--- config.mk ---
export PLATFORM = sky130hd
export DESIGN_NAME = machine_batch_dispatcher
export DESIGN_NICKNAME = d
export VERILOG_FILES = /design/src/rtl/machine_batch_dispatcher.sv
export SDC_FILE = /design/constraint.sdc
export NUM_CORES = 1
export LEC_CHECK = 0
export CORE_AREA = 2 2 341 343
export CTS_CLUSTER_DIAMETER = 100
export DETAILED_ROUTE_END_ITERATION = 10
export DIE_AREA = 0 0 343 345
export HOLD_SLACK_MARGIN = 0.12
export PLACE_DENSITY = 0.47
export SYNTH_ARGS = -nofsm -noshare
export SYNTH_HDL_FRONTEND = slang
export SYNTH_SLANG_ARGS = --single-unit
export TNS_END_PERCENT = 30
--- constraint.sdc ---
create_clock -name clk -period 34.3 [get_ports clk]
set_input_delay 6.86 -clock clk [delete_from_list [all_inputs] [get_ports clk]]
set_output_delay 6.86 -clock clk [all_outputs]
set_load 0.05 [all_outputs]
--- src/rtl/machine_batch_dispatcher.sv ---
// Dispatches machine-configuration jobs onto NUM_WORKERS configure_machine engines and sums their results.
// Optional DISPATCH_ROUND_ROBIN_EN: rotating-pointer engine choice instead of lowest-index priority.
module machine_batch_dispatcher #(
    parameter int MAX_NUM_LIGHTS    = 10,
    parameter int MAX_NUM_BUTTONS   = 13,
    parameter int MAX_NUM_LIGHTS_W  = $clog2(MAX_NUM_LIGHTS + 1),
    parameter int MAX_NUM_BUTTONS_W = $clog2(MAX_NUM_BUTTONS + 1),
    parameter int NUM_WORKERS       = 4,
    parameter int SUM_W             = 32
) (
    input  logic                                               clk,
    input  logic                                               rst,
    input  logic                                               job_valid,
    output logic                                               job_ready,
    input  logic                                               job_last,
    input  logic [MAX_NUM_LIGHTS_W-1:0]                        job_num_lights,
    input  logic [MAX_NUM_BUTTONS_W-1:0]                       job_num_buttons,
    input  logic [MAX_NUM_BUTTONS*MAX_NUM_LIGHTS-1:0]          job_buttons,
    input  logic [MAX_NUM_LIGHTS-1:0]                          job_target,
    output logic [NUM_WORKERS-1:0]                             wk_start,
    output logic [NUM_WORKERS*MAX_NUM_LIGHTS_W-1:0]            wk_num_lights,
    output logic [NUM_WORKERS*MAX_NUM_BUTTONS_W-1:0]           wk_num_buttons,
    output logic [NUM_WORKERS*MAX_NUM_BUTTONS*MAX_NUM_LIGHTS-1:0] wk_buttons,
    output logic [NUM_WORKERS*MAX_NUM_LIGHTS-1:0]              wk_target,
    input  logic [NUM_WORKERS-1:0]                             wk_ready,
    input  logic [NUM_WORKERS*MAX_NUM_BUTTONS_W-1:0]           wk_presses,
    output logic                                               batch_done,
    output logic [SUM_W-1:0]                                   total_presses,
    output logic [SUM_W-1:0]                                   unsolvable_count,
    output logic [SUM_W-1:0]                                   jobs_accepted
);
    localparam int LW = MAX_NUM_LIGHTS_W;
    localparam int BW = MAX_NUM_BUTTONS_W;
    localparam int MW = MAX_NUM_BUTTONS * MAX_NUM_LIGHTS;
    localparam int L  = MAX_NUM_LIGHTS;
    localparam int PW = (NUM_WORKERS > 1) ? $clog2(NUM_WORKERS) : 1;

    typedef enum logic [1:0] {S_IDLE, S_RUN, S_DRAIN, S_DONE} state_t;

    state_t                    state_q, state_d;
    logic [NUM_WORKERS-1:0]    busy_q, busy_d, start_q, start_d;
    logic [NUM_WORKERS-1:0]    free, done_vec, sel_oh;
    logic [NUM_WORKERS*LW-1:0] nl_q, nl_d;
    logic [NUM_WORKERS*BW-1:0] nb_q, nb_d;
    logic [NUM_WORKERS*MW-1:0] btn_q, btn_d;
    logic [NUM_WORKERS*L-1:0]  tgt_q, tgt_d;
    logic [SUM_W-1:0]          total_q, total_d, unsolv_q, unsolv_d, jobs_q, jobs_d;
    logic [SUM_W-1:0]          add_sum, add_unsolv;
    logic                      accept, first_accept;

    assign free         = ~busy_q;
    assign done_vec     = wk_ready & busy_q;
    assign job_ready    = ((state_q == S_IDLE) || (state_q == S_RUN)) && (|free);
    assign accept       = job_valid && job_ready;
    assign first_accept = accept && (state_q == S_IDLE);

`ifdef DISPATCH_ROUND_ROBIN_EN
    logic [PW-1:0] ptr_q, ptr_d;
    logic          rr_found;
    int            rr_idx;

    always_comb begin
        sel_oh   = '0;
        ptr_d    = ptr_q;
        rr_found = 1'b0;
        rr_idx   = 0;
        for (int k = 0; k < NUM_WORKERS; k++) begin
            rr_idx = (int'(ptr_q) + k) % NUM_WORKERS;
            if (!rr_found && free[rr_idx]) begin
                rr_found       = 1'b1;
                sel_oh[rr_idx] = 1'b1;
                if (accept) ptr_d = PW'((rr_idx + 1) % NUM_WORKERS);
            end
        end
    end

    always_ff @(posedge clk or posedge rst) begin
        if (rst) ptr_q <= '0;
        else     ptr_q <= ptr_d;
    end
`else
    // Isolate the lowest set bit of the free mask.
    assign sel_oh = free & (~free + NUM_WORKERS'(1));
`endif

    always_comb begin
        busy_d  = (busy_q & ~done_vec) | (accept ? sel_oh : '0);
        start_d = accept ? sel_oh : '0;
        nl_d    = nl_q;
        nb_d    = nb_q;
        btn_d   = btn_q;
        tgt_d   = tgt_q;
        for (int i = 0; i < NUM_WORKERS; i++) begin
            if (accept && sel_oh[i]) begin
                nl_d[i*LW +: LW]  = job_num_lights;
                nb_d[i*BW +: BW]  = job_num_buttons;
                btn_d[i*MW +: MW] = job_buttons;
                tgt_d[i*L +: L]   = job_target;
            end
        end

        // All-ones press count means the engine found no solution.
        add_sum    = '0;
        add_unsolv = '0;
        for (int i = 0; i < NUM_WORKERS; i++) begin
            if (done_vec[i]) begin
                if (wk_presses[i*BW +: BW] == {BW{1'b1}}) add_unsolv = add_unsolv + SUM_W'(1);
                else add_sum = add_sum + SUM_W'(wk_presses[i*BW +: BW]);
            end
        end
        total_d  = (first_accept ? '0 : total_q) + add_sum;
        unsolv_d = (first_accept ? '0 : unsolv_q) + add_unsolv;
        jobs_d   = (first_accept ? '0 : jobs_q) + SUM_W'(accept);

        state_d = state_q;
        case (state_q)
            S_IDLE:  if (accept) state_d = job_last ? S_DRAIN : S_RUN;
            S_RUN:   if (accept && job_last) state_d = S_DRAIN;
            S_DRAIN: if ((busy_q == '0) && (wk_ready == '0)) state_d = S_DONE;
            S_DONE:  state_d = S_IDLE;
            default: state_d = S_IDLE;
        endcase
    end

    always_ff @(posedge clk or posedge rst) begin
        if (rst) begin
            state_q  <= S_IDLE;
            busy_q   <= '0;
            start_q  <= '0;
            nl_q     <= '0;
            nb_q     <= '0;
            btn_q    <= '0;
            tgt_q    <= '0;
            total_q  <= '0;
            unsolv_q <= '0;
            jobs_q   <= '0;
        end else begin
            state_q  <= state_d;
            busy_q   <= busy_d;
            start_q  <= start_d;
            nl_q     <= nl_d;
            nb_q     <= nb_d;
            btn_q    <= btn_d;
            tgt_q    <= tgt_d;
            total_q  <= total_d;
            unsolv_q <= unsolv_d;
            jobs_q   <= jobs_d;
        end
    end

    assign wk_start         = start_q;
    assign wk_num_lights    = nl_q;
    assign wk_num_buttons   = nb_q;
    assign wk_buttons       = btn_q;
    assign wk_target        = tgt_q;
    assign batch_done       = (state_q == S_DONE);
    assign total_presses    = total_q;
    assign unsolvable_count = unsolv_q;
    assign jobs_accepted    = jobs_q;
endmodule
# After elaboration in Yosys (flattened, before gate mapping)
# Index checks and enable logic that the tools add are counted.
word_totals:
  wordCells: 89
  regBits: 698
  out_inout_bits: 694
classes:
  bitwise_logic: 7
  addsub: 10
  n_reduce_logical: 15
  muxes: 25
  n_eq_ne: 10
ops:
  columns: ["cell", "count"]
  rows:
  - ["$mux W32", 15]
  - ["$add A32 B1 Y32 const B", 3]
  - ["$add A32 B4 Y32", 3]
  - ["$add A32 B32 Y32", 2]
  - ["$add A32 B1 Y32", 1]
  - ["$eq A4 B4 Y1 const B", 4]
  - ["$and A4 B4 Y4", 3]
  - ["$mux W4", 3]
  - ["$not A4 Y4", 3]
  - ["$logic_and A1 B1 Y1", 9]
  - ["$logic_not A4 Y1", 2]
  - ["$mux W2", 4]
  - ["$pmux W2 S4", 1]
  - ["$add A4 B1 Y4 const B", 1]
  - ["$eq A2 B2 Y1 const B", 2]
  - ["$ne A2 B2 Y1 const B", 2]
  - ["$or A4 B4 Y4", 1]
  - ["$reduce_or A4 Y1", 1]
  - ["$reduce_and A3 Y1", 1]
  - ["$eq A2 B1 Y1 const B", 1]
  - ["$logic_not A2 Y1", 1]
  - ["$mux W1", 2]
  - ["$ne A2 B1 Y1 const B", 1]
  - ["$logic_or A1 B1 Y1", 1]

# Longest topological paths before layout
# Gate-level depths: netlist of run 1.
logic_depth:
  depth_word: 13
  ltp_mapped: 24
  mapped_depth_nobuf: 23

# Worst setup path before layout of run 1
# Ideal clock, no wire load.
synth_timing:
  kind: "in2reg"
  from: "in wk_presses[0]"
  to: "reg total_q[24], in the netlist total_presses[24]"
  setup_ns: 0.132
  cell_stages: 21
  arrival_ns: 11.183
  path_buffers: 0
  path_slack_ns: 22.986
  path_cell_list: "nand3_1 a31oi_1 ha_1 inv_1 fa_1 mux2i_1 fa_1 mux2i_1 inv_1 ha_1 a21o_1 a21oi_1 xnor2_1 mux2_2 ha_1 o21ai_0 nor2_1 o41ai_1 nor4b_1 xnor2_1 nor2_1"
synth_between:
  elab_chain_cells: 13
synth_lines:
  columns: ["item", "line_no", "rtl"]
  rows:
  - ["start: declaration", "26", "input logic [NUM_WORKERS*MAX_NUM_BUTTONS_W-1:0] wk_presses,"]
  - ["$eq A4 B4 Y1", "107", "if (wk_presses[i*BW +: BW] == {BW{1'b1}}) add_unsolv = add_unsolv + SUM_W'(1);"]
  - ["$mux W4 *", "107", null]
  - ["$mux W4 *", "106", "if (done_vec[i]) begin"]
  - ["$add A32 B4 Y32", "108", "else add_sum = add_sum + SUM_W'(wk_presses[i*BW +: BW]);"]
  - ["$mux W32", "107", null]
  - ["$mux W32 *", "106", null]
  - ["$add A32 B4 Y32", "108", null]
  - ["$mux W32", "107", null]
  - ["$mux W32 *", "106", null]
  - ["$add A32 B4 Y32", "108", null]
  - ["$mux W32", "107", null]
  - ["$mux W32 *", "106", null]
  - ["$add A32 B32 Y32 *", "111", "total_d = (first_accept ? '0 : total_q) + add_sum;"]
  - ["via total_d[24]", "47", "logic [SUM_W-1:0] total_q, total_d, unsolv_q, unsolv_d, jobs_q, jobs_d;"]
  - ["end signal: assignment", "145", "total_q <= total_d;"]
  - ["end: declaration", "47", null]
# Mark *: on every way through the listed nets, which the timed path passes. The rest lies on a longest branch.
# A chain may end at the register's enable or synchronous reset.

# Final worst setup path of run 1
layout_timing:
  from: "in wk_ready[0]"
  to: "reg total_q[16], in the netlist total_presses[16]"
layout_between:
  elab_chain_cells: 12
layout_lines:
  columns: ["item", "line_no", "rtl"]
  rows:
  - ["start: declaration", "25", "input logic [NUM_WORKERS-1:0] wk_ready,"]
  - ["$and A4 B4 Y4 *", "52", "assign done_vec = wk_ready & busy_q;"]
  - ["$mux W4 *", "106", null]
  - ["$add A32 B4 Y32", "108", null]
  - ["$mux W32", "107", null]
  - ["$mux W32 *", "106", null]
  - ["$add A32 B4 Y32", "108", null]
  - ["$mux W32", "107", null]
  - ["$mux W32 *", "106", null]
  - ["$add A32 B4 Y32", "108", null]
  - ["$mux W32", "107", null]
  - ["$mux W32 *", "106", null]
  - ["$add A32 B32 Y32 *", "111", null]
  - ["via total_d[16]", "47", null]
# Marked as above.

==> reports/results.ini, run 1 <==
[outcome]
outcome=finished clean

[detailed_routing]
routedWlPerCell_microns=23.0
drt_wl_total_microns=101000
drc=0
drt.antenna.violating_nets=0
drt_iter0_drc=737
dr.pass1.iters=4
viasPerCell=4.39
vias=19300

[timing]
post-route-min-period_ps=12410
setup_viol=0
hold_viol_final=0
finalWorstSetupSlack_ps=21890
rsz0062_at_grt=no
slew_viol_final=0
tns_ps=0
skew_ps=29.4
max_freq_ghz=0.0806
period_share_pct=36.2
slew_headroom_pct=17.3
tightest_slew_ps=1220

[synth]
ys_seq_elements=698
avgSynthCellArea_sq_um=14.7
synth-seq-area-share_pct=62.6
synthTopCellsByArea=dfrtp_1, mux2_2, ha_1
synthTopCellsByCount=dfrtp_1, mux2_2, nor2_1, nand2_1, buf_2
muxShareOfSynthArea_pct=24.5
ys_types=45
synth_top_family_by_area=multiplexers
synth_cells=1896
synth-xor-area-share_pct=2.73
synth_fa_ha_area_share_pct=1.79
synth_top_area_share_pct=62.6
syn_area_sq_um=27900
ys_warn_count=0
synth-simple-area-share_pct=5.14
synth.most_common_cell=dfrtp_1
synth_nets=2105
yosysTopAreaCell=dfrtp_1
synth_ff_type=dfrtp_1
synth_edf_count=0
synth_compound_area_share_pct=1.58
synthArstFlopShare_pct=100

[placement]
io_buffers=865
hpwl_microns=73300
gp_congestion=0.834
place_worst_setup_slack_ps=21260
dpl.cell_count=4226
dpl_cell_area_sq_um=38300

[hold_path]
hold_depth=1
hold_class=flop to flop
hp-start=wk_buttons[472]
hold_end=wk_buttons[472]

[power]
p_leak_uw=0.0179
ir_worst_vdd_mv=0.0557
powerDensity_nw_per_um2=97.6

[job]
maxCapViolCount=0

[floorplanning]
die_w_microns=343
pin_count=866
die_y_microns=345
rows=125
dieArea_sq_um=118000
coreArea_sq_um=115000
initial_core_util_pct=24.2

[clock_network]
post_cts_buffers=0
cts-buffers-inserted=87
clkTransAtPathRegs_ps=60
cts_resized=0
insertion_delay_ps=660
clock_tree.buffer_depth=3
cts_sinks=698
htree_levels=3
cts_tree=done
postCtsHoldBufs=0
cts_root_buf=clkbuf_16

[global_routing]
grt_pass1_vias=20800
grt_overflow=0
antenna_found_initial=12
grt_pass1_wl_microns=147000
grt_start_max_net_pins=154
grt.total_usage_pct=16.7

[layout]
fillers=11100
final_nets=3000
final_cell_count_no_fill=4389
areaGrowthSynthToFinish_pct=47.8
drive_above_1_share_pct=26.9
final_util_pct=35.8
fin_area_sq_um=41300

[setup_path]
regToRegSetupSlack_ps=28160
reg2regPathDepth=21
reg2reg_from=busy_q[0]
cp.arrival_ps=12890
r2r_end=total_presses[16]
crit_path_end_kind=flop
crit_type=input port to flop
startpoint_type=input port
path_max_fanout=7
worstPathRequired_ps=34790

[through the flow]
stage | hold slack, ps | power [uW]
6_report | 501 | 4030
5_1_grt | 509 | 4190
4_1_cts | 506 | 4080
3_5_place_dp | 494 | 3120
3_3_place_gp | 489 | 3110
2_1_floorplan | 547 | 2390
[flip-flops by register name, indices dropped and copies added, names as in the netlist]
register and cells:
busy_q 4, jobs_accepted 32, state_q 2, total_presses 32, unsolvable_count 32, wk_buttons 520
wk_num_buttons 16, wk_num_lights 16, wk_start 4, wk_target 40
[power breakdown]
group | switching, uW | internal [uW] | total (uW)
sequential | 136 | 1070 | 1200
combinational | 1240 | 647 | 1890
clock | 368 | 565 | 932
total | 1750 | 2280 | 4030
[worst max path at each step]
stage | from | end | slack [ps] | depth (start not counted)
finish | wk_ready[0] | total_presses[16] | 21890 | 22
CTS | wk_ready[0] | total_presses[16] | 21950 | 22
floorplan | rst | busy_q[0] | 7870 | 1
global placement | wk_ready[0] | total_presses[22] | 21320 | 22
global route | wk_ready[0] | total_presses[22] | 21480 | 22
detailed placement | wk_ready[0] | total_presses[16] | 21260 | 22
[layout make-up]
class / count / area [sq um] / share of cell area (%)
diodes: 7 / 17.5 / 0.0425
flip-flops and latches: 698 / 17500 / 42.3
repair buffers: 888 / 8840 / 21.4
well taps: 1524 / 1910 / 4.62
clock inverters: 31 / 447 / 1.08
inverters: 20 / 82.6 / 0.200
multi-input cells: 1096 / 10000 / 24.3
clock buffers: 125 / 2480 / 6.01
[layer usage]
| metal | share of wire (%) | global-route usage, % | wire length [microns] |
|---|---|---|---|
| met1 | 37 | 18.6 | 37800 |
| met2 | 51 | 29.3 | 51700 |
| met3 | 7.7 | 5.49 | 7740 |
| met4 | 3.6 | 6.58 | 3600 |
| met5 | 0.049 | 0 | 49 |
[kinds of logic (layout without fill, tap and decap cells)]
logic type               count (synthesis)  in the layout
flip-flops                             698            698
multiplexers                           609            609
AND/OR/NAND/NOR                        290            290
buffers and inverters                  102           1064
XOR/XNOR                                86             86
AO/OA/AOI/OAI                           74             74
adder cells (fa/ha/maj)                 37             37
other                                    0              7
[layout by cell type (no fill, tap or decap), types with 19 or more instances in the layout]
| cell type | n |
|---|---|
| clkbuf_16 | 87 |
| nand4_1 | 23 |
| clkbuf_1 | 22 |
| nor2_1 | 88 |
| clkdlybuf4s50_1 | 865 |
| xnor2_1 | 41 |
| buf_4 | 22 |
| nand2_1 | 50 |
| dfrtp_1 | 698 |
| a21oi_1 | 24 |
| o21ai_0 | 21 |
| ha_1 | 32 |
| inv_1 | 19 |
| nand3_1 | 37 |
| mux2_2 | 602 |
| xor2_1 | 44 |
[worst max-delay path, cell delays in order]
cell and delay, ps:
clkdlybuf4s50_1 730, nand3_1 130, a31oi_1 250, ha_1 220
inv_1 50, fa_1 420, mux2i_1 290, fa_1 470
mux2i_1 310, inv_1 80, ha_1 280, a21o_1 180
a21oi_1 220, xnor2_1 90, mux2_2 270, ha_1 230
a211oi_1 260, nor2_1 140, o41ai_1 990, nor2_1 160
xnor2_1 190, nor2_1 60
Note: power is estimated with default switching activity, not from simulation.
==> inputs of run 2 (changes only) <==
==> constraint.sdc (replaced) <==
create_clock -name clk -period 12 [get_ports clk]
set_input_delay 2.4 -clock clk [delete_from_list [all_inputs] [get_ports clk]]
set_output_delay 2.4 -clock clk [all_outputs]
set_load 0.05 [all_outputs]
==> reports/results.ini, run 2 (synthesis results as in run 1) <==
[setup_path]
cp_slowest_cell=o41ai_1
cpLargestDelayFamily=compound AO/OA/AOI/OAI gates
cp_common_cell=ha_1
cpPeakStageDelay_ps=1070  ; +80 ps
crit_path_end_kind=flop
worstPathRequired_ps=12480  ; -22,310 ps
startpoint_type=input port
crit_type=input port to flop
crit_chain=clkdlybuf4s50_1 -> nand3_1 -> a31oi_1 -> ha_1 -> inv_1 -> fa_1 -> mux2i_1 -> fa_1 -> mux2i_1 -> inv_1 -> ha_1 -> a21o_1 -> a21oi_1 -> xnor2_1 -> mux2_2 -> ha_1 -> a211oi_1 -> nor2_1 -> o41ai_1 -> nor4b_1 -> xnor2_1 -> nor2_1
cp.arrival_ps=8530  ; -4360 ps
crit_buf_inv=3  ; unchanged
path_max_fanout=7  ; unchanged

[timing]
tightest_slew_ps=1330  ; +107 ps
slew_headroom_pct=10.1  ; -7.2 points
hold_viol_final=0  ; unchanged
period_share_pct=67.1
skew_ps=16.3  ; -13.1 ps
rsz0062_at_grt=no
post-route-min-period_ps=8050
setup_viol=0  ; unchanged
slew_viol_final=0  ; unchanged
tns_ps=0  ; unchanged
max_freq_ghz=0.124

[detailed_routing]
drt.antenna.violating_nets=0  ; unchanged
viasPerCell=4.38  ; -0.31%
drt_wl_total_microns=99200  ; -1.6%
routedWlPerCell_microns=22.6  ; -1.4%
dr.pass1.iters=5  ; +1
vias=19200  ; -0.49%
drc=0  ; unchanged
drt_iter0_drc=768  ; +4.2%

[power]
intPower_uw=6470  ; +180%
powerDensity_nw_per_um2=277  ; +180%
p_clk_share_pct=22.8  ; -0.4 points
power_frac_comb_pct=47.1  ; +0.2 points
p_total_uw=11400  ; +180%
ir_worst_vdd_mv=0.176  ; +220%
swShare_pct=43.3  ; -0.054 points
p_leak_uw=0.0178  ; -0.26%
p_seq_share_pct=30.1  ; +0.2 points
netSwitchingPower_uw=4940  ; +180%

[placement]
dpl_cell_area_sq_um=38300  ; about the same
hpwl_microns=71400  ; -2.6%
io_buffers=865  ; unchanged
gp_congestion=0.841  ; +0.78%

[global_routing]
grt_overflow=0  ; unchanged
grt_pass1_wl_microns=147000  ; -0.43%
antenna_found_initial=7  ; -5
grt_pass1_vias=21000  ; +0.80%
grt.total_usage_pct=16.5  ; -0.18 points
grt_start_max_net_pins=152  ; -1.3%

[clock_network]
postCtsHoldBufs=0  ; unchanged
cts_tree=done
clkTransAtPathRegs_ps=60  ; about the same
htree_levels=3  ; unchanged
cts_sinks=698  ; unchanged
insertion_delay_ps=650  ; about the same
clock_tree.buffer_depth=3  ; unchanged
post_cts_buffers=0  ; unchanged
cts-buffers-inserted=88  ; +1.1%
cts_root_buf=clkbuf_16
cts_resized=0  ; unchanged

[layout]
largest_register_ffs=520  ; unchanged
fillers=11200  ; +0.27%
final_util_pct=35.8  ; -0.077 points
final_nets=2999  ; -0.033%
layout_common_cells=clkdlybuf4s50_1, dfrtp_1, mux2_2
drive_above_1_share_pct=26.7  ; -0.16 points
final_common_cell=clkdlybuf4s50_1
areaGrowthSynthToFinish_pct=47.5
fin_area_sq_um=41200  ; -0.22%

[floorplanning]
initial_core_util_pct=24.2  ; unchanged
die_w_microns=343  ; unchanged
dieArea_sq_um=118000  ; unchanged
die_y_microns=345  ; unchanged
coreArea_sq_um=115000  ; unchanged
rows=125  ; unchanged
pin_count=866  ; unchanged

[hold_path]
hold_class=flop to flop

[outcome]
outcome=finished clean

[job]
maxCapViolCount=0  ; unchanged

==> run 2: cell types whose count changed in the layout (fill, tap and decap cells not counted), moves of 2 or more <==
cell | previous run | this run
diode_2 | 7 | 4
clkinv_4 | 2 | 0
buf_12 | 1 | 4
bufinv_16 | 8 | 4
buf_4 | 22 | 17
clkinv_2 | 13 | 10
inv_6 | 2 | 4
clkinv_16 | 2 | 0
clkbuf_16 | 87 | 89
clkbuf_8 | 16 | 19
==> run 2: power groups by stage <==
stage / Combinational [uW] / Clock, uW / Sequential [uW]
after floorplan: 1010 / 0 / 5840
after global placement: 5410 / 0 / 3440
after detailed placement: 5430 / 0 / 3470
after CTS: 5440 / 2690 / 3450
after global routing: 5550 / 2790 / 3530
final: 5370 / 2600 / 3440
==> run 2: final timing paths <==
| path | start | endpoint | slack [ps] | cells past startpoint |
|---|---|---|---|---|
| max reg2reg | busy_q[0] | total_presses[24] | 5760 | 21 |
| min reg2reg | wk_buttons[356] | wk_buttons[356] | 500 | 1 |
| min | wk_buttons[356] | wk_buttons[356] | 500 | 1 |
| max | wk_ready[0] | total_presses[24] | 3950 | 22 |
| min in group asynchronous | rst | wk_buttons[332] | 2400 | 3 |
| max in group asynchronous | rst | wk_buttons[424] | 6990 | 5 |
==> run 2: layout make-up <==
type	count	area, sq um	share of cell area (%)
Sequential cell	698	17500	42.4
Timing Repair Buffer	886	8870	21.5
Clock buffer	131	2570	6.25
Antenna cell	4	10.0	0.0243
Tap cell	1524	1910	4.63
Multi-Input combinational cell	1096	10000	24.3
Clock inverter	22	251	0.611
Inverter	20	78.8	0.191
==> run 2: routing by layer <==
layer,global-route usage (%),part of all wire [%]
met5,0,0.061
met4,5.23,2.8
met3,6.15,8.3
met2,29.4,51
met1,18.1,37
==> run 2: per-stage QoR <==
stage          cells  hold WS, ps  worst slack (ps)
2_1_floorplan   1896          547              46.0
3_3_place_gp    4224          488              3610
3_5_place_dp    4224          494              3390
4_1_cts         4377          507              4070
5_1_grt         4378          510              3490
6_report        4381          502              3950
==> inputs of run 3 (changes only) <==
==> constraint.sdc (replaced) <==
create_clock -name clk -period 7.5 [get_ports clk]
set_input_delay 1.5 -clock clk [delete_from_list [all_inputs] [get_ports clk]]
set_output_delay 1.5 -clock clk [all_outputs]
set_load 0.05 [all_outputs]
==> reports/results.ini, run 3 (synthesis results as in run 1) <==
[outcome]
outcome=finished clean

[setup_path]
cpPeakStageDelay_ps=560  ; -510 ps
startpoint_type=input port
cp.arrival_ps=7060  ; -1470 ps
worstPathRequired_ps=8000  ; -4480 ps
crit_chain=clkdlybuf4s50_1 -> nand3_1 -> a31oi_1 -> ha_1 -> inv_1 -> fa_1 -> mux2i_1 -> fa_1 -> mux2i_1 -> inv_1 -> ha_1 -> a21o_1 -> a21oi_1 -> inv_1 -> a21oi_1 -> or3b_1 -> xnor2_1 -> ha_1 -> nand2_1 -> o21ai_0 -> o21ai_1 -> nor4b_1 -> xnor2_1 -> nor2_1
path_max_fanout=8  ; +1
crit_path_end_kind=flop
crit_type=input port to flop
cp_slowest_cell=clkdlybuf4s50_1

[power]
p_total_uw=18400  ; +61%
p_clk_share_pct=23.4  ; +0.6 points
netSwitchingPower_uw=8000  ; +62%
power_frac_comb_pct=46.7  ; -0.4 points
p_leak_uw=0.0179  ; +0.57%
intPower_uw=10400  ; +61%
ir_worst_vdd_mv=0.265  ; +50%
p_seq_share_pct=29.9  ; -0.2 points
powerDensity_nw_per_um2=445  ; +61%
swShare_pct=43.4  ; +0.097 points

[layout]
fin_area_sq_um=41400  ; +0.59%
layout_common_cells=clkdlybuf4s50_1, dfrtp_1, mux2_2
drive_above_1_share_pct=27.2  ; +0.47 points
final_common_cell=clkdlybuf4s50_1
fillers=11200  ; -0.14%
largest_register_ffs=520  ; unchanged
final_nets=3001  ; +0.067%
final_util_pct=36.0  ; +0.21 points
areaGrowthSynthToFinish_pct=48.4

[global_routing]
grt.total_usage_pct=16.6  ; +0.055 points
grt_overflow=0  ; unchanged
antenna_found_initial=10  ; +3
grt_pass1_vias=20700  ; -1.3%
grt_start_max_net_pins=148  ; -2.6%
grt_pass1_wl_microns=147000  ; -0.13%

[clock_network]
post_cts_buffers=0  ; unchanged
cts_root_buf=clkbuf_16
htree_levels=3  ; unchanged
insertion_delay_ps=680  ; +30 ps
cts_tree=done
cts_sinks=698  ; unchanged
cts-buffers-inserted=87  ; -1.1%
cts_resized=0  ; unchanged
clock_tree.buffer_depth=3  ; unchanged
postCtsHoldBufs=0  ; unchanged
clkTransAtPathRegs_ps=50  ; about the same

[timing]
period_share_pct=87.6
slew_viol_final=0  ; unchanged
skew_ps=65.0  ; +48.7 ps
post-route-min-period_ps=6570
slew_headroom_pct=35.4  ; +25 points
hold_viol_final=0  ; unchanged
tightest_slew_ps=960  ; -372 ps
setup_viol=0  ; unchanged
max_freq_ghz=0.152
rsz0062_at_grt=no

[hold_path]
hold_class=flop to flop

[detailed_routing]
drc=0  ; unchanged
dr.pass1.iters=5  ; unchanged
vias=19200  ; +0.17%
routedWlPerCell_microns=22.7  ; +0.28%
drt_wl_total_microns=99700  ; +0.49%
drt.antenna.violating_nets=0  ; unchanged
viasPerCell=4.37  ; about the same
drt_iter0_drc=743  ; -3.3%

[floorplanning]
dieArea_sq_um=118000  ; unchanged
die_y_microns=345  ; unchanged
die_w_microns=343  ; unchanged
rows=125  ; unchanged
pin_count=866  ; unchanged
coreArea_sq_um=115000  ; unchanged
initial_core_util_pct=24.2  ; unchanged

[placement]
dpl_cell_area_sq_um=38400  ; +0.19%
gp_congestion=0.839  ; -0.21%
hpwl_microns=71400  ; about the same
io_buffers=865  ; unchanged

[job]
maxCapViolCount=0  ; unchanged

-- run 3: cell types whose count changed in the layout (fill, tap and decap cells not counted), sizes merged --
cell      before  now
clkinv        10   23
clkbuf       131  124
buf           21   24
bufinv         4    6
inv           25   23
clkinvlp       3    4
diode          4    3
-- run 3: layer usage --
| metal | vias up | track usage (%) | routed length [microns] |
|---|---|---|---|
| li1 | 8465 | - | - |
| met1 | 9948 | 17.9 | 36500 |
| met2 | 620 | 29.4 | 51200 |
| met3 | 155 | 6.75 | 8670 |
| met4 | 12 | 5.28 | 3220 |
| met5 | - | 0 | 84 |
-- run 3: worst max-delay path: cells and delay by family --
family | cells | cell delay, ps
AOI/OAI and AO/OA | 6 | 1030
xor gates and xnor gates | 2 | 310
adders and majority gates | 5 | 1780
buffers and inverters | 4 | 800
muxes | 2 | 590
and+or+nand+nor | 5 | 1070
-- run 3: layout make-up --
class                   instances  area (sq um)  area share [%]
clock inverters                36           484            1.17
well taps                    1524          1910            4.60
diodes                          3          7.51          0.0181
multi-input cells            1096         10000            24.2
repair buffers                889          8940            21.6
flip-flops and latches        698         17500            42.2
inverters                      20          78.8           0.190
clock buffers                 124          2520            6.08
-- run 3: final timing paths --
check / endpoint / from / slack (ps) / cells past startpoint
setup / recovery: total_presses[31] / wk_ready[0] / 930 / 24
hold / removal: wk_buttons[217] / wk_buttons[217] / 500 / 1
setup reg to reg: total_presses[31] / busy_q[0] / 1640 / 23
hold reg to reg: wk_buttons[217] / wk_buttons[217] / 500 / 1
max in group asynchronous: wk_target[29] / rst / 4550 / 4
min in group asynchronous: wk_buttons[464] / rst / 1280 / 2
-- run 3: power groups by stage --
stage / Combinational [uW] / Clock [uW] / Sequential (uW)
floorplan: 1610 / 0 / 9340
global placement: 8670 / 0 / 5520
CTS: 8710 / 4460 / 5520
detailed placement: 8690 / 0 / 5560
finish: 8610 / 4310 / 5510
global route: 8900 / 4620 / 5660
-- run 3: metrics by stage --
step           TNS [ps]  hold slack (ps)  setup slack (ps)  std cells
2_1_floorplan  -2480700              547             -3550       1896
6_report              0              502               932       4390
5_1_grt               0              514               525       4387
3_5_place_dp          0              494               282       4227
4_1_cts               0              506              1010       4387
3_3_place_gp          0              489               438       4227
